[src/rtl/uart_tx_sched.sv]
// uart_tx_sched: round-robin scheduler sharing one 8N1 UART TX line among NUM_REQ byte requesters.
module uart_tx_sched #(
    parameter int NUM_REQ = 4,
    parameter int IDW     = 2
) (
    input  logic                   clk_50m,
    input  logic                   rst,
    input  logic                   txclk_en,
    input  logic [NUM_REQ-1:0]     req_valid,
    input  logic [8*NUM_REQ-1:0]   req_data,
    output logic [NUM_REQ-1:0]     req_ready,
    output logic                   tx,
    output logic                   busy,
    output logic [IDW-1:0]         grant_id
);
    typedef enum logic [1:0] {IDLE, START, DATA, STOP} state_t;
    state_t         state, state_next;
    logic [IDW-1:0] ptr, g, idx;
    logic [7:0]     shreg;
    logic [2:0]     bit_cnt;
    logic           found, accept;
    // Scan downward so the lowest offset from ptr wins.
    always_comb begin
        g = ptr;
        idx = '0;
        found = 1'b0;
        for (int k = NUM_REQ - 1; k >= 0; k--) begin
            idx = IDW'((int'(ptr) + k) % NUM_REQ);
            if (req_valid[idx]) begin
                g = idx;
                found = 1'b1;
            end
        end
    end
    assign accept    = (state == IDLE) && found;
    assign req_ready = accept ? NUM_REQ'(1) << g : '0;
    assign busy      = state != IDLE;
    always_ff @(posedge clk_50m) begin
        if (rst) state <= IDLE;
        else     state <= state_next;
    end
    always_comb begin
        state_next = state;
        case (state)
            IDLE:    state_next = accept ? START : IDLE;
            START:   state_next = txclk_en ? DATA : START;
            DATA:    state_next = (txclk_en && bit_cnt == 3'd7) ? STOP : DATA;
            default: state_next = txclk_en ? IDLE : STOP;
        endcase
    end
    always_ff @(posedge clk_50m) begin
        if (rst) begin
            tx       <= 1'b1;
            ptr      <= '0;
            grant_id <= '0;
            bit_cnt  <= '0;
            shreg    <= '0;
        end else begin
            case (state)
                IDLE: if (accept) begin
                    shreg    <= req_data[8*g +: 8];
                    grant_id <= g;
                    ptr      <= (int'(g) == NUM_REQ - 1) ? '0 : g + 1'b1;
                end
                START: if (txclk_en) begin
                    tx      <= 1'b0;
                    bit_cnt <= '0;
                end
                DATA: if (txclk_en) begin
                    tx      <= shreg[bit_cnt];
                    bit_cnt <= bit_cnt + 1'b1;
                end
                default: if (txclk_en) tx <= 1'b1;
            endcase
        end
    end
endmodule

[config.mk]
export PLATFORM = sky130hd
export DESIGN_NAME = uart_tx_sched
export DESIGN_NICKNAME = d
export VERILOG_FILES = /design/src/rtl/uart_tx_sched.sv
export SDC_FILE = /design/constraint.sdc
export NUM_CORES = 1
export LEC_CHECK = 0
export BUFFER_PORTS_ARGS = -buffer_cell sky130_fd_sc_hd__buf_2
export CAP_MARGIN = 20
export CORE_MARGIN = 8
export CORE_UTILIZATION = 51
export CTS_CLUSTER_DIAMETER = 200
export CTS_CLUSTER_SIZE = 20
export DETAILED_ROUTE_END_ITERATION = 12
export GPL_TIMING_DRIVEN = 1
export HOLD_SLACK_MARGIN = 0.02
export PLACE_DENSITY = 0.84
export SLEW_MARGIN = 20
export SYNTH_ARGS = -nofsm -noshare
export SYNTH_HDL_FRONTEND = slang
export SYNTH_SLANG_ARGS = --single-unit
[constraint.sdc]
create_clock -name clk_50m -period 4.83 [get_ports clk_50m]
set_input_delay 0.966 -clock clk_50m [delete_from_list [all_inputs] [get_ports clk_50m]]
set_output_delay 0.966 -clock clk_50m [all_outputs]
set_load 0.05 [all_outputs]
==> flow_summary_export.csv <==
group,metric,value,unit
outcome,status,"complete, no violations",
placed_design,dp_hpwl,2.163,mm
route,routed_wirelength,2.711,mm
sta,rsz0062_at_grt,"false",
critical_path,critPathLaunch,"req_valid[2]",
power,fin_total_pwr,0.0004290,W
route,drtAntennaViolNets,0,
sta,hold_slack,0.4674,ns
sta,setup_viol,0,
floorplan,fp.dieW,63.12,um
logic_synthesis,netlist_area,1132,um2
floorplan,die_h,63.12,um
final_layout,drive_gt1_frac,0.3519,
worst_hold_path,hold_path_startpoint,"grant_id[0]",
route,dr.pass1.iters,4,
clock_network,cts.htree.levels,1,
logic_synthesis,ys.flop_type,"dfxtp_1",
logic_synthesis,synth_edf_count,0,
sta,finalHoldViolCount,0,
floorplan,io_pins,47,
sta,slew_viol_final,0,
logic_synthesis,netlist.area_leader.share,0.3182,
placed_design,gp_congestion,0.7725,
critical_path,cp-start-kind,"input pin",
logic_synthesis,yosys-mux-area-fraction,0.2099,
route,wl_met3,200,um
logic_synthesis,synth-async-reset-ratio,0,
worst_hold_path,hold_path_class,"register to register",
route,vias_per_cell,5.753,
logic_synthesis,avgSynthCellArea,9.515,um2
critical_path,cp_data_arrival_time,2.46,ns
clock_network,path_clk_slew,0.09,ns
critical_path,worstSetupPathType,"input pin to output port",
job,maxCapViolCount,0,
logic_synthesis,ys.warnings.count,0,
placed_design,placed_cell_area,1356,um2
global_route,grt_pass1_wl,4.850,mm
clock_network,cts_setup_buffers,0,
route,routed.top_layer,"met4",
floorplan,core,2148,um2
logic_synthesis,synthAdderAreaFrac,0.03315,
logic_synthesis,yosysMostFrequentCell,"dfxtp_1",
sta,maxSlewHeadroom,0.6954,
clock_network,cts-root-buf,"clkbuf_4",
sta,finClkSkew,0.001318,ns
global_route,grt_overflow,0,
critical_path,cp_max_fo,19,
global_route,antenna_found_initial,0,
final_layout,fin_nets,206,
sta,fin_crit,3.426,ns
logic_synthesis,synth_top_area_cell,"dfxtp_1",
critical_path,endpoint_kind,"output port",
route,wl_met2,1.371,mm
power,p_per_area,311.2,nW/um2
placed_design,portBuffers,46,
critical_path,crit_required,3.86,ns
clock_network,cts_tree,"done",
sta,setup_slack,1.404,ns
placed_design,place_ws,1.405,ns
final_layout,antennaDiodeCount,0,
route,drt-initial-drc-count,90,
route,drc,0,
sta,max_freq,0.2919,GHz
sta,worst_slew_pin_slew,0.4568,ns
route,drt-met1-wl,1.124,mm
clock_network,clock_latency,0.28,ns
floorplan,initial_core_util,0.5271,
power,vdd_ir_drop_max,0.2075,mV
global_route,grt_max_degree,20,
logic_synthesis,synth-xor-area-share,0.007735,
floorplan,placement_rows,17,
global_route,grt_pass1_vias,1145,
logic_synthesis,syn_inst,119,
final_layout,syn_to_final_growth,21.77,%
clock_network,cts_sinks,18,
final_layout,final_area,1379,um2
critical_path,r2r-start,"ptr[1]",
floorplan,die_area,3984,um2
global_route,grt_util_all_layers,0.1406,
route,wl_per_cell,14.27,um
clock_network,cts_resized,0,
power,power.leakage,0.6220,nW
logic_synthesis,ys_seq_area_frac,0.3182,
logic_synthesis,synth_top_family_by_area,"multiplexers",
logic_synthesis,syn-num-nets,161,
clock_network,cts_hold_buf,0,
logic_synthesis,synth-seq-cells,18,
logic_synthesis,synthDistinctLibCells,34,
logic_synthesis,yosys-top-cells-area,"dfxtp_1, mux2i_1, o221ai_1",
logic_synthesis,yosys.area_share.simple,0.1934,
logic_synthesis,netlist_top_cells_count,"dfxtp_1, mux2i_1, nor2_1",
logic_synthesis,synth_compound_area_frac,0.1867,
route,vias,1093,
sta,tns,0,ns
sta,fin_crit_sh,0.7092,
clock_network,cts_buffer_depth,2,
clock_network,cts_buffers,3,
[worst paths after layout]
kind	to	slack, ns	cells after the start
setup / recovery	req_ready[2]	1.40	8
hold / removal	grant_id[0]	0.47	2
setup reg to reg	ptr[1]	3.00	6
hold reg to reg	grant_id[0]	0.47	2
[placed cells by master, fill, tap and decap left out, types with 3 or more instances in the layout]
cell,count
buf_2,46
nor2b_1,3
nor2_1,13
a21oi_1,4
o221ai_1,9
o21ai_0,3
nand2_1,6
clkbuf_4,3
mux2i_1,17
dfxtp_1,18
ha_1,3
nand3b_1,8
a22oi_1,3
[state kept, by name, indices dropped and copies added (netlist names)]
register,count
state,2
tx,1
ptr,2
shreg,8
grant_id,2
bit_cnt,3
[where the power goes]
part           leakage, nW  internal (W)  switching [W]
Clock               0.0138     0.0000289      0.0000415
Combinational        0.460     0.0000699       0.000103
Sequential           0.148      0.000170      0.0000163
Total                0.622      0.000269       0.000161
[critical path: stages]
cell,delay [ns]
buf_2,0.12
nor3_1,0.31
a2111oi_4,0.06
nor2_2,0.22
clkinv_4,0.22
ha_1,0.23
and2_1,0.12
buf_2,0.20
[through the flow]
stage	util	instances
after global placement	0.6313	187
after CTS	0.6418	190
after global routing	0.6418	190
after detailed placement	0.6313	187
final	0.6418	190
after floorplan	-	119
[cell type report]
cell class                      count  area (um2)
Clock buffer                        3       22.52
Fill cell                         209       769.5
Inverter                            3       16.27
Multi-Input combinational cell     92       714.4
Sequential cell                    18       360.3
Tap cell                           28       35.03
Timing Repair Buffer               46       230.2
[kinds of logic after synthesis]
group / after synthesis
fa+ha+maj: 3
xor+xnor: 1
compound gates: 26
simple gates: 41
buf+inv: 9
mux: 21
flops: 18
[per-layer routing]
layer	up-vias	GRT usage
met5	-	0
met4	0	0.03704
met3	2	0.05300
met2	37	0.2497
met1	523	0.1519
li1	531	-
No activity file was read; power rests on OpenSTA's default activity.
